**src/rtl/store_drain_unit_pkg.sv**
```systemverilog
// Shared definitions for the store drain unit.
//   drain_state_e : FSM state encoding
//   mat_e         : memory access type encodings seen on SbToDcdAMat
//   bus_resp_e    : write response encodings seen on BusBResp
package store_drain_unit_pkg;

    typedef enum logic [2:0] {
        StIdle = 3'd0,
        StCwr  = 3'd1,
        StBaw  = 3'd2,
        StBrsp = 3'd3,
        StBack = 3'd4
    } drain_state_e;

    // Only MAT_CC selects the cached path; every other code drains to the bus.
    typedef enum logic [1:0] {
        MAT_SUC = 2'b00,
        MAT_CC  = 2'b01
    } mat_e;

    typedef enum logic [1:0] {
        RESP_OKAY   = 2'b00,
        RESP_EXOKAY = 2'b01,
        RESP_SLVERR = 2'b10,
        RESP_DECERR = 2'b11
    } bus_resp_e;

endpackage

```
**src/rtl/drain_watchdog.sv**
```systemverilog
// Bus write-response watchdog.
//   Clk    : clock, rising edge
//   Rest   : asynchronous active-high reset
//   clear  : restart the count from zero (takes priority over enable)
//   enable : count one waiting cycle
//   expire : count has reached all-ones
module drain_watchdog #(
    parameter int unsigned TMO_W = 8
) (
    input  logic Clk,
    input  logic Rest,
    input  logic clear,
    input  logic enable,
    output logic expire
);

    logic [TMO_W-1:0] cnt_q, cnt_d;

    assign expire = &cnt_q;

    // Saturate at all-ones so a stalled enable cannot wrap back to zero.
    always_comb begin
        cnt_d = cnt_q;
        if (clear) begin
            cnt_d = '0;
        end else if (enable && !expire) begin
            cnt_d = cnt_q + TMO_W'(1);
        end
    end

    always_ff @(posedge Clk or posedge Rest) begin
        if (Rest) begin
            cnt_q <= '0;
        end else begin
            cnt_q <= cnt_d;
        end
    end

endmodule

```
**src/rtl/store_drain_unit.sv**
```systemverilog
// Store drain unit: takes one retired store at a time from the store buffer and
// writes it either to the D-cache data port (cached MAT) or to the bus (uncached),
// then reports completion of that store-buffer entry with a one-cycle pulse.
//   Clk, Rest            : clock, asynchronous active-high reset
//   SbToDcdA*            : store request from the store buffer
//   DcdToSbSuccess       : request accepted this cycle
//   DcdToSbBackAble/Ptr  : completion pulse and entry index
//   DcWr*                : cached write request / payload / ack
//   BusAw*, BusW*, BusB* : uncached address+data and write-response handshakes
//   DrainErr             : pulse on bus error response or response timeout
module store_drain_unit
    import store_drain_unit_pkg::*;
#(
    parameter int unsigned ADDR_W = 32,
    parameter int unsigned DATA_W = 32,
    parameter int unsigned TMO_W  = 8
) (
    input  logic              Clk,
    input  logic              Rest,
    input  logic              SbToDcdAble,
    input  logic [1:0]        SbToDcdAMat,
    input  logic [2:0]        SbToDcdAPtr,
    input  logic [ADDR_W-1:0] SbToDcdAPhyAddr,
    input  logic [DATA_W-1:0] SbToDcdAPhyDate,
    input  logic [3:0]        SbToDcdAWstrb,
    output logic              DcdToSbSuccess,
    output logic              DcdToSbBackAble,
    output logic [2:0]        DcdToSbBackPtr,
    output logic              DcWrReq,
    output logic [ADDR_W-1:0] DcWrAddr,
    output logic [DATA_W-1:0] DcWrData,
    output logic [3:0]        DcWrStrb,
    input  logic              DcWrAck,
    output logic              BusAwValid,
    input  logic              BusAwReady,
    output logic [ADDR_W-1:0] BusAddr,
    output logic [DATA_W-1:0] BusWData,
    output logic [3:0]        BusWStrb,
    input  logic              BusBValid,
    output logic              BusBReady,
    input  logic [1:0]        BusBResp,
    output logic              DrainErr
);

    drain_state_e      state_q, state_d;
    logic              accept;
    logic [2:0]        ptr_q;
    logic [1:0]        mat_q;
    logic [ADDR_W-1:0] addr_q;
    logic [DATA_W-1:0] data_q;
    logic [3:0]        strb_q;
    logic              wdg_clear, wdg_enable, wdg_expire;

    assign accept = SbToDcdAble && (state_q == StIdle);

    // Count restarts on the AW handshake so the first BRSP cycle sees zero.
    assign wdg_clear  = (state_q == StBaw) && BusAwReady;
    assign wdg_enable = (state_q == StBrsp) && !BusBValid;

    drain_watchdog #(
        .TMO_W (TMO_W)
    ) u_watchdog (
        .Clk    (Clk),
        .Rest   (Rest),
        .clear  (wdg_clear),
        .enable (wdg_enable),
        .expire (wdg_expire)
    );

    always_comb begin
        state_d = state_q;
        unique case (state_q)
            StIdle: begin
                if (SbToDcdAble) begin
                    state_d = (SbToDcdAMat == MAT_CC) ? StCwr : StBaw;
                end
            end
            StCwr: begin
                if (DcWrAck) state_d = StBack;
            end
            StBaw: begin
                if (BusAwReady) state_d = StBrsp;
            end
            StBrsp: begin
                if (BusBValid || wdg_expire) state_d = StBack;
            end
            StBack: begin
                state_d = StIdle;
            end
            default: begin
                state_d = StIdle;
            end
        endcase
    end

    always_ff @(posedge Clk or posedge Rest) begin
        if (Rest) begin
            state_q <= StIdle;
        end else begin
            state_q <= state_d;
        end
    end

    // Request fields are captured once at acceptance; the store buffer may
    // change its inputs freely while the store is draining.
    always_ff @(posedge Clk or posedge Rest) begin
        if (Rest) begin
            ptr_q  <= '0;
            mat_q  <= '0;
            addr_q <= '0;
            data_q <= '0;
            strb_q <= '0;
        end else if (accept) begin
            ptr_q  <= SbToDcdAPtr;
            mat_q  <= SbToDcdAMat;
            addr_q <= SbToDcdAPhyAddr;
            data_q <= SbToDcdAPhyDate;
            strb_q <= SbToDcdAWstrb;
        end
    end

    always_comb begin
        DcdToSbSuccess  = accept;
        // The latched MAT qualifies which port the store may appear on.
        DcWrReq         = (state_q == StCwr) && (mat_q == MAT_CC);
        BusAwValid      = (state_q == StBaw) && (mat_q != MAT_CC);
        BusBReady       = (state_q == StBrsp);
        DcdToSbBackAble = (state_q == StBack);
        DcdToSbBackPtr  = (state_q == StBack) ? ptr_q : 3'd0;
        DrainErr        = 1'b0;
        if (state_q == StBrsp) begin
            // A real response wins over a coincident watchdog expiry.
            DrainErr = BusBValid ? (BusBResp != RESP_OKAY) : wdg_expire;
        end
        DcWrAddr = addr_q;
        DcWrData = data_q;
        DcWrStrb = strb_q;
        BusAddr  = addr_q;
        BusWData = data_q;
        BusWStrb = strb_q;
    end

endmodule

```
**config.mk**
```make
export PLATFORM = sky130hd
export DESIGN_NAME = store_drain_unit
export DESIGN_NICKNAME = d
export VERILOG_FILES = /design/src/rtl/store_drain_unit_pkg.sv /design/src/rtl/drain_watchdog.sv /design/src/rtl/store_drain_unit.sv
export SDC_FILE = /design/constraint.sdc
export NUM_CORES = 1
export LEC_CHECK = 0
export BUFFER_PORTS_ARGS = -buffer_cell sky130_fd_sc_hd__clkbuf_2
export CAP_MARGIN = 20
export CORE_ASPECT_RATIO = 0.6
export CORE_MARGIN = 5
export CORE_UTILIZATION = 40
export CTS_CLUSTER_SIZE = 25
export DETAILED_ROUTE_END_ITERATION = 12
export PLACE_DENSITY = 0.74
export SKIP_LAST_GASP = 1
export SYNTH_ARGS = -nofsm -noshare
export SYNTH_HDL_FRONTEND = slang
export SYNTH_SLANG_ARGS = --single-unit
```
**constraint.sdc**
```tcl
create_clock -name Clk -period 3.45 [get_ports Clk]
set_clock_uncertainty 0.05 [all_clocks]
set_input_delay 0 -clock Clk [delete_from_list [all_inputs] [get_ports Clk]]
set_output_delay 0 -clock Clk [all_outputs]
set_load 0.02 [all_outputs]
```
==> After elaboration in Yosys (flattened, before gate mapping) <==
Cells that the tools add are included.
{ "classes": {"addsub": 1, "n_eq_ne": 11, "mux": 11, "reduce_logical": 14} }
{ "op_table": {"columns": ["operator", "count"], "rows": [
  ["8-bit 2-to-1 mux", 2],
  ["3-bit 2-to-1 mux", 5],
  ["3-bit case mux with 4 select lines", 1],
  ["8-bit by 1-bit adder with 8-bit output (second input constant)", 1],
  ["8-bit AND reduction", 1],
  ["3-bit by 2-bit equality test with 1-bit output (second input constant)", 2],
  ["1-bit logical AND", 6],
  ["2-bit != test (second input constant)", 3],
  ["2-bit by 1-bit equality test with 1-bit output (second input constant)", 2],
  ["2-bit by 1-bit != test with 1-bit output (second input constant)", 2],
  ["4-bit AND reduction", 1],
  ["2-bit nonzero test", 2],
  ["3-bit by 1-bit equality test with 1-bit output (second input constant)", 1],
  ["3-bit equality test (second input constant)", 1],
  ["3-bit zero test", 1],
  ["1-bit zero test", 2],
  ["1-bit 2-to-1 mux", 2],
  ["2-bit 2-to-1 mux", 1],
  ["1-bit logical OR", 1]
]} }
{ "word_totals": {"regBits": 84, "inputBits": 81, "out_inout_bits": 145, "word_cells": 44} }

==> Logic depth before layout (Yosys ltp) <==
Gate-level depths: netlist of the first run.
{ "depth": {"ltp_word": 5, "depth_mapped": 6, "mapped_depth_nobuf": 5} }

==> By module <==
Synthesis of the first run repeated with hierarchy kept, for this count alone.
{ "unflattened": {"cells_unflattened": 302, "area_unflattened_um2": 4261.6} }
{ "by_module_without_submodules": {"columns": ["module", "instances", "cells_each", "area_each_um2", "seq_area_each_um2"], "rows": [
  ["store_drain_unit", 1, 256, 3789.9, 1901.8],
  ["drain_watchdog", 1, 46, 471.7, 200.2]
]} }

==> Least setup slack after synthesis of the first run <==
No wires, ideal clock.
{ "synth_path": {"path_kind": "register -> register", "startpoint": "register state_q[0]", "endpoint": "register data_q[0] (netlist: BusWData[0])", "setup_time_ns": 0.125, "t_arrival_ns": 1.532, "required_time_ns": 3.275, "path_slack_ns": 1.744, "path_stages_with_launch": 6, "n_path_buf": 2, "synth_period_minus_slack_ns": 1.706, "cell_sequence": "dfrtp_1 nor2_1 and3_1 buf_2 buf_2 mux2_2"} }
{ "synth_between": {"elab_chain_cells": 2} }
{ "synth_lines": {"columns": ["item", "line", "text"], "rows": [
  ["start: declaration", "store_drain_unit.sv:45", "drain_state_e state_q, state_d;"],
  ["start signal: assignment", "store_drain_unit.sv:98", "state_q <= StIdle;"],
  ["start signal: assignment", "store_drain_unit.sv:100", "state_q <= state_d;"],
  ["3-bit zero test", "store_drain_unit.sv:54", "assign accept = SbToDcdAble && (state_q == StIdle);"],
  ["1-bit logical AND", "store_drain_unit.sv:54", null],
  ["net DcdToSbSuccess", "store_drain_unit.sv:26", "output logic DcdToSbSuccess,"],
  ["end signal: assignment", "store_drain_unit.sv:117", "data_q <= SbToDcdAPhyDate;"],
  ["end: declaration", "store_drain_unit.sv:50", "logic [DATA_W-1:0] data_q;"]
]} }
The timed path passes the listed nets, and every way through them passes these cells.
A chain may end at the register's enable or synchronous reset.

==> Worst setup path in the final report of the first run <==
{ "layout_path": {"startpoint": "register state_q[2]", "endpoint": "output port DcdToSbSuccess"} }
{ "layout_between": {"elab_chain_cells": 2} }
{ "layout_lines": {"columns": ["item", "line"], "rows": [
  ["3-bit zero test", "store_drain_unit.sv:54"],
  ["1-bit logical AND", "store_drain_unit.sv:54"],
  ["end: declaration", "store_drain_unit.sv:26"]
]} }
No other way between the ends.

==> impl_summary.md, run 1 <==
Logic synthesis
The number of enable-type register cells in the synthesized netlist is 0. Counting flops with an async set or reset pin after synthesis yields a share of 100%. For this run, the number of Yosys warnings is 0.

After synthesis, flip-flops and latches occupy 54.0% of the total area. The number of nets handed over by synthesis was 381. Each instance of the synthesized netlist takes up on average 13.0 um2. Yosys mapped the design onto 35 distinct sky130hd cell types. In the synthesized netlist the dominant register cell turns out to be dfrtp_1. The synthesized instance count is 299. The area of the mapped netlist is 3890 um2. The post-synthesis sequential element count is 84.

Clock network
TritonCTS built the clock tree. The clock latency on the worst-skew pair is 0.32 ns. The sink count of the clock tree is 84. Gates resized during post-CTS repair numbered 0. In this run the number of H-tree levels came out at 3. The number of setup buffers added after CTS is 0. The number of buffers added by the clock tree synthesis step is 9. Clock-pin slew was measured on the worst setup and hold paths at 0.06 ns.

No sink is reached through more buffers than the 2 on the longest clock path. After clock tree synthesis, the flow added hold-fix buffers numbering 77. Clock tree synthesis selected as its root buffer the cell clkbuf_16.

Worst setup path
The worst setup path is captured at an output port. The critical path is of the reg2out type. STA puts the critical path data required time at 3.40 ns.

Of all nets on the critical path, the largest fanout is 74. The worst endpoint data arrival time is 2.15 ns. The startpoint type of the worst setup path is a flip-flop.

Timing
The minimum clock period is 2.20 ns. The aggregate negative setup slack is 0 ns. The part of the cycle the worst path needs is 63.8%.

For the pin with the worst max-slew slack, the measured transition is 0.980 ns. The worst pin sits at a relative slew slack of 34.7%. The count of pins over their slew limit is 0. The hold violation total from the final report is 0. Setup violations remaining at the end of the flow were counted as 0. For this run, the top clock speed supported by timing is 454 MHz. Setup repair after global routing left no endpoint under its margin.

Finish
Cells with a size suffix above 1 make up 59.1% of the layout. The number of fill cells is 711. The net count reported at finish is 616.

Compared with the post-synthesis result, the final layout area differs by 46.2%. The final standard cell count with taps included and fillers excluded is 668. In the final layout, flip-flops and latches occupy 2100 um2. The utilization of the core after routing is 61.0%. The multi-input combinational cells in the finished layout cover a total of 1220 um2. The number of antenna diodes in the final layout is 0.

Pwr
Per report_power, the sequential group accounts for 32.3% of the total. The worst vdd rail ir drop is 0.579 mV. The power after layout is 5.71 mW. The power per standard cell area is 1000 nW/um2. Combinational cells account for 51.3% of the total power.

The internal portion of the total power is 3.17 mW. The power spent charging and discharging nets is 2.53 mW. The clock network accounts for 16.4% of the total power. Of the total power, the share spent switching nets is 44.4%. In this run the static leakage power is 2.82 nW.

Global routing
The number of antenna violations at the first check in global routing was 0. The largest net degree at the start of global routing is 75. The number of global-route vias before repair was 3,183. The global-route wire length before repair is 15.8 mm. The global-route usage over all layers is 16.8%. The total congestion overflow is 0.

Placed design
In this run the tool buffered the top-level ports with 225 buffer cells. The cell count after placement is 576. The routability congestion estimate is 0.769. The HPWL reported at the end of detailed placement is 6.66 mm.

Floorplan
The floorplan step defined a core boundary enclosing 9320 um2. The initial utilization of the core area, before any placement, comes to 41.7%. The die covers 11,900 um2.

The floorplan die height is 86.4 um. The die width is 137 um. Pin placement for this block handled 226 I/O pins.

The floorplan has 27 rows.

Hold path
The path class of the tightest hold or removal check is in2reg.

Routing
The number of design rule violations left after detail routing is 0. After detailed routing, the average wire length per cell comes to 15.3 um. The via density per instance is 4.59. The pre-antenna-repair detailed-routing pass consisted of 6 iterations. The count of nets left with antenna violations once routing finished came out at 0.

The routed design has 10.2 mm of wire. The via total after detailed routing is 3,069. The detailed router finished its first iteration with 76 violations.

Outcome
The flow ran to the end, and the final reports show no timing, DRC or antenna violations.

Run
Max-cap violations in this run came to 0.
-- placed cells by master, fill, tap and decap left out, types with 2 or more instances in the layout --
master	Yosys	final
dlygate4sd3_1	0	77
nor3b_1	2	2
nand2b_1	2	2
or4_1	2	2
and3_1	3	2
clkbuf_2	0	225
nor2_1	4	4
nand2_1	6	6
and2_1	3	3
mux2_1	2	2
o31ai_1	3	3
clkinv_2	0	2
clkbuf_16	0	9
o21ai_0	6	6
nand3_1	5	5
nor3_1	4	4
clkinvlp_4	0	2
dfrtp_1	84	84
a21oi_1	7	7
mux2_2	71	71
-- final timing paths --
check,from,end,slack [ns],cells after the start
max,state_q[2]$_DFFE_PP0P_,DcdToSbSuccess,1.25,3
min,BusBValid,u_watchdog.cnt_q[6]$_DFFE_PP0P_,0.10,4
max reg2reg,state_q[2]$_DFFE_PP0P_,BusWData[17]$_DFFE_PP0P_,1.28,3
min reg2reg,mat_q[1]$_DFFE_PP0P_,mat_q[1]$_DFFE_PP0P_,0.45,1
max in group asynchronous,Rest,u_watchdog.cnt_q[0]$_DFFE_PP0P_,2.09,4
min in group asynchronous,Rest,BusWData[11]$_DFFE_PP0P_,0.32,3
-- cell families after synthesis --
logic type	count (synthesis)	synth area share [%]
mux	74	21.4
flops	84	54.0
simple gates	38	5.76
fa+ha+maj	1	0.322
compound gates	20	3.44
buf+inv	81	14.8
xor+xnor	1	0.225
-- through the flow --
stage / hold WS (ns) / cell area (um2) / worst slack, ns
floorplan: 0.0847 / 3890 / 1.23
global placement: 0.121 / 4620 / 1.40
detailed placement: 0.137 / 4620 / 1.32
CTS: 0.0865 / 5690 / 1.21
global route: 0.111 / 5690 / 1.09
finish: 0.101 / 5690 / 1.25
-- synth_stat cells, types with 2 or more instances --
| library cell | count | area [um2] |
|---|---|---|
| dfrtp_1 | 84 | 2100 |
| a21oi_1 | 7 | 35.0 |
| and2_1 | 3 | 18.8 |
| mux2_1 | 2 | 22.5 |
| nor3_1 | 4 | 20.0 |
| o21ai_0 | 6 | 30.0 |
| nor3b_1 | 2 | 15.0 |
| o31ai_1 | 3 | 22.5 |
| buf_4 | 68 | 510 |
| nand2b_1 | 2 | 12.5 |
| inv_1 | 2 | 7.51 |
| and3_1 | 3 | 18.8 |
| or4_1 | 2 | 15.0 |
| nor2_1 | 4 | 15.0 |
| mux2_2 | 71 | 800 |
| buf_2 | 8 | 40.0 |
| nand2_1 | 6 | 22.5 |
| nand3_1 | 5 | 25.0 |
-- layer usage --
| metal | vias to the layer above | wire length, um | track usage, % |
|---|---|---|---|
| li1 | 1436 | - | - |
| met1 | 1473 | 3970 | 19.1 |
| met2 | 153 | 5190 | 30.2 |
| met3 | 7 | 948 | 6.32 |
| met4 | 0 | 94 | 4.17 |
| met5 | - | 0 | 0 |
-- worst max-delay path: stages (launching register included) --
cell      delay [ns]
dfrtp_1         0.43
nor2_1          0.22
and3_4          0.85
clkbuf_2        0.31
-- sequential cells by signal, indices dropped and copies added (netlist names) --
name	cells
mat_q	2
BusWData	32
u_watchdog.cnt_q	8
ptr_q	3
state_q	3
BusAddr	32
BusWStrb	4
-- cell type report --
type                       count  share of cell area, %
clock inverter                 4                  0.880
clock buffer                  11                   4.27
inverter                       2                  0.154
multi-input combinational    134                   21.4
sequential                    84                   37.0
timing repair buffer         303                   33.5
tap                          130                   2.86
-- power by group through the flow --
| stage | registers (mW) | clock network (mW) | logic, mW |
|---|---|---|---|
| 2_1_floorplan | 2.28 | 0 | 1.92 |
| 3_3_place_gp | 1.81 | 0 | 2.84 |
| 3_5_place_dp | 1.85 | 0 | 2.87 |
| 4_1_cts | 1.84 | 0.969 | 2.94 |
| 5_1_grt | 1.92 | 1.00 | 3.12 |
| 6_report | 1.85 | 0.937 | 2.93 |
(Power assumes the default switching activity.)
==> run 2: changes to the inputs <==
--- a/config.mk
+++ b/config.mk
@@ -12,7 +12,7 @@
 export CORE_UTILIZATION = 40
 export CTS_CLUSTER_SIZE = 25
 export DETAILED_ROUTE_END_ITERATION = 12
-export PLACE_DENSITY = 0.74
+export PLACE_DENSITY = 0.77
 export SKIP_LAST_GASP = 1
 export SYNTH_ARGS = -nofsm -noshare
 export SYNTH_HDL_FRONTEND = slang
==> constraint.sdc (replaced) <==
create_clock -name Clk -period 1.87 [get_ports Clk]
set_clock_uncertainty 0.05 [all_clocks]
set_input_delay 0 -clock Clk [delete_from_list [all_inputs] [get_ports Clk]]
set_output_delay 0 -clock Clk [all_outputs]
set_load 0.02 [all_outputs]
==> impl_summary.md, run 2 (same netlist as run 1, synthesis figures left out) <==
Global routing
The global-route wire length before repair is 16.3 mm (was 15.8 mm). The number of global-route vias before repair is 3,161 (was 3,183). The global-route usage over all layers came to 17.5% (was 16.8%). The largest net degree at the start of global routing came to 85 (was 75).

The total congestion overflow is 0 (unchanged). The number of antenna violations at the first check in global routing is 0 (unchanged).

Pwr
The leakage power figure is 2.86 nW (was 2.82 nW). The worst vdd rail ir drop is 1.25 mV (was 0.579 mV). The power after layout is 10.7 mW (was 5.71 mW). The power per standard cell area is 1850 nW/um2 (was 1000 nW/um2).

Placed design
The routability congestion estimate is 0.785 (was 0.769). The number of buffer cells added on primary ports is 225 (unchanged). The setup slack at placement is 0.128 ns (was 1.32 ns). The HPWL reported at the end of detailed placement came to 6.96 mm (was 6.66 mm).

Floorplan
The number of top-level pins is 226 (unchanged). The die width is 137 um (unchanged). The standard-cell row count is 27 (unchanged). The area of the placeable core is 9320 um2 (unchanged).

The effective utilization at floorplan is 41.7% (unchanged). The floorplan die height was 86.4 um (unchanged). The overall die area was 11,900 um2 (unchanged).

Clock network
The root buffer cell is clkbuf_16 (unchanged). The clock-pin slew of the registers on the worst-case setup and hold paths is 0.06 ns (about the same). The number of buffers added by the clock tree synthesis step is 9 (unchanged). The sink count of the clock tree is 84 (unchanged). The number of H-tree levels is 3 (unchanged).

The clock tree from TritonCTS is built (unchanged). The deepest clock path buffer count came to 2 (unchanged). The clock latency on the worst-skew pair is 0.32 ns (about the same).

Timing
Unrepaired setup endpoints after global routing: no (unchanged). The count of pins over their slew limit is 0 (unchanged). The worst-case setup margin in the final layout is 0.128 ns (was 1.25 ns). The actual transition at the worst max-transition pin is 0.444 ns (was 0.980 ns). The total of endpoints with negative setup slack in the final report is 0 (unchanged). The aggregate negative setup slack was 0 ns (unchanged). The tightest slew margin relative to the limit is 70.4% (was 34.7%). The final worst hold slack is 0.121 ns (was 0.101 ns). The hold violation total from the final report came to 0 (unchanged). Derived from the worst setup path, the maximum achievable clock frequency is 574 MHz. The routed design could run at a clock period as short as 1.74 ns. Dividing the final minimum period by the clock period gives 93.2%.

Worst setup path
The capturing element type of the critical path is an output port (unchanged). The logic depth of the worst register-to-register path is 4 (was 3). The reg2reg setup slack is 0.14 ns (was 1.28 ns). The required time of the worst setup path was 1.82 ns (was 3.40 ns).

The worst endpoint data arrival time is 1.69 ns (was 2.15 ns). The startpoint type of the worst setup path is a flip-flop (unchanged). The worst reg2reg path endpoint is BusWData[17]$_DFFE_PP0P_ (unchanged). The highest fanout seen on the critical path is 4 (was 74). The worst setup path category is reg2out (unchanged). The worst flop-to-flop path startpoint is state_q[0]$_DFFE_PP0P_ (was state_q[2]$_DFFE_PP0P_).

Routing
The iteration count of the initial detailed-routing pass is 4 (was 6). The via total after detailed routing is 3,078 (was 3,069). The via density per instance came to 4.57 (was 4.59). The number of design rule violations left after detail routing was 0 (unchanged). The wire length reported by the detailed router is 10.5 mm (was 10.2 mm). The violation count after the first detailed-routing iteration is 89 (was 76).

The remaining antenna violation count is 0 (unchanged). The average detailed-routed wire length per instance is 15.6 um (was 15.3 um).

Finish
Most frequent cells in the layout: 225 x clkbuf_2, 84 x dfrtp_1, 77 x dlygate4sd3_1 (unchanged). The fraction of final layout cells sized beyond drive strength 1 is 59.5% (was 59.1%). The number of inserted diodes is 0 (unchanged). The layout overhead on the synthesized area came to 48.7% (was 46.2%). The most common library cell in the layout ignoring fill and taps is clkbuf_2 (unchanged).

The net count reported at finish is 620 (was 616). The number of fill cells is 692 (was 711). The footprint of the multi-input gates was 1220 um2 (about the same). The sequential cell area is 2100 um2 (unchanged). The utilization of the core after routing came to 62.0% (was 61.0%).

Hold path
The start point of the worst min-delay path is BusBValid (unchanged). The end point of the worst hold path is u_watchdog.cnt_q[6]$_DFFE_PP0P_ (unchanged). The class of the tightest hold or removal check is in2reg (unchanged). The depth of the worst hold-timing path is 4 (unchanged).

Run
The number of max-capacitance violations reported is 0 (unchanged).

Outcome
Run status: completed (unchanged).
run 2: metrics by stage:
step | cell area (um2) | std cells
after floorplan | 3890 | 299
after global placement | 4700 | 580
after detailed placement | 4700 | 580
after CTS | 5770 | 673
after global routing | 5780 | 673
final | 5780 | 673
run 2: what timing repair did:
item,CTS,global route
setup endpoints to repair,0,5
hold buffers,77,0
setup buffers,0,0
gates resized for setup,0,3
hold endpoints to repair,160,0
run 2: where the power goes:
| group | internal, mW | leakage (nW) | switching, mW | total [mW] |
|---|---|---|---|---|
| Combinational | 2.20 | 1.70 | 3.35 | 5.55 |
| Clock | 1.11 | 0.144 | 0.629 | 1.74 |
| Sequential | 2.69 | 1.01 | 0.711 | 3.41 |
| Total | 6.00 | 2.86 | 4.69 | 10.7 |
run 2: cell type report:
class	count	area share (%)
clock inverter	1	0.519
timing repair buffer	307	34.3
tap	130	2.81
sequential	84	36.3
clock buffer	15	4.63
multi-input combinational	134	21.2
inverter	2	0.195
run 2: critical path: stages (launching register included):
cell and delay, ns:
dfrtp_1 0.40, ha_2 0.24, nand3_2 0.13, o31a_1 0.28
nor3_1 0.13, clkbuf_2 0.20
run 2: how the worst max path moves through the flow:
stage,to,cells after the start,start
after CTS,DrainErr,5,u_watchdog.cnt_q[0]$_DFFE_PP0P_
after global routing,DrainErr,5,u_watchdog.cnt_q[0]$_DFFE_PP0P_
final,DrainErr,5,u_watchdog.cnt_q[0]$_DFFE_PP0P_
after global placement,u_watchdog.cnt_q[5]$_DFFE_PP0P_,5,u_watchdog.cnt_q[0]$_DFFE_PP0P_
after detailed placement,u_watchdog.cnt_q[4]$_DFFE_PP0P_,5,u_watchdog.cnt_q[0]$_DFFE_PP0P_
after floorplan,BusWData[0]$_DFFE_PP0P_,5,state_q[0]$_DFFE_PP0P_
run 2: metal layers:
metal	up-vias	track usage (%)	share of wire (%)
li1	1448	-	-
met1	1485	19.1	38
met2	138	33.0	53
met3	7	6.15	8.0
met4	0	3.53	0.73
met5	-	0	0
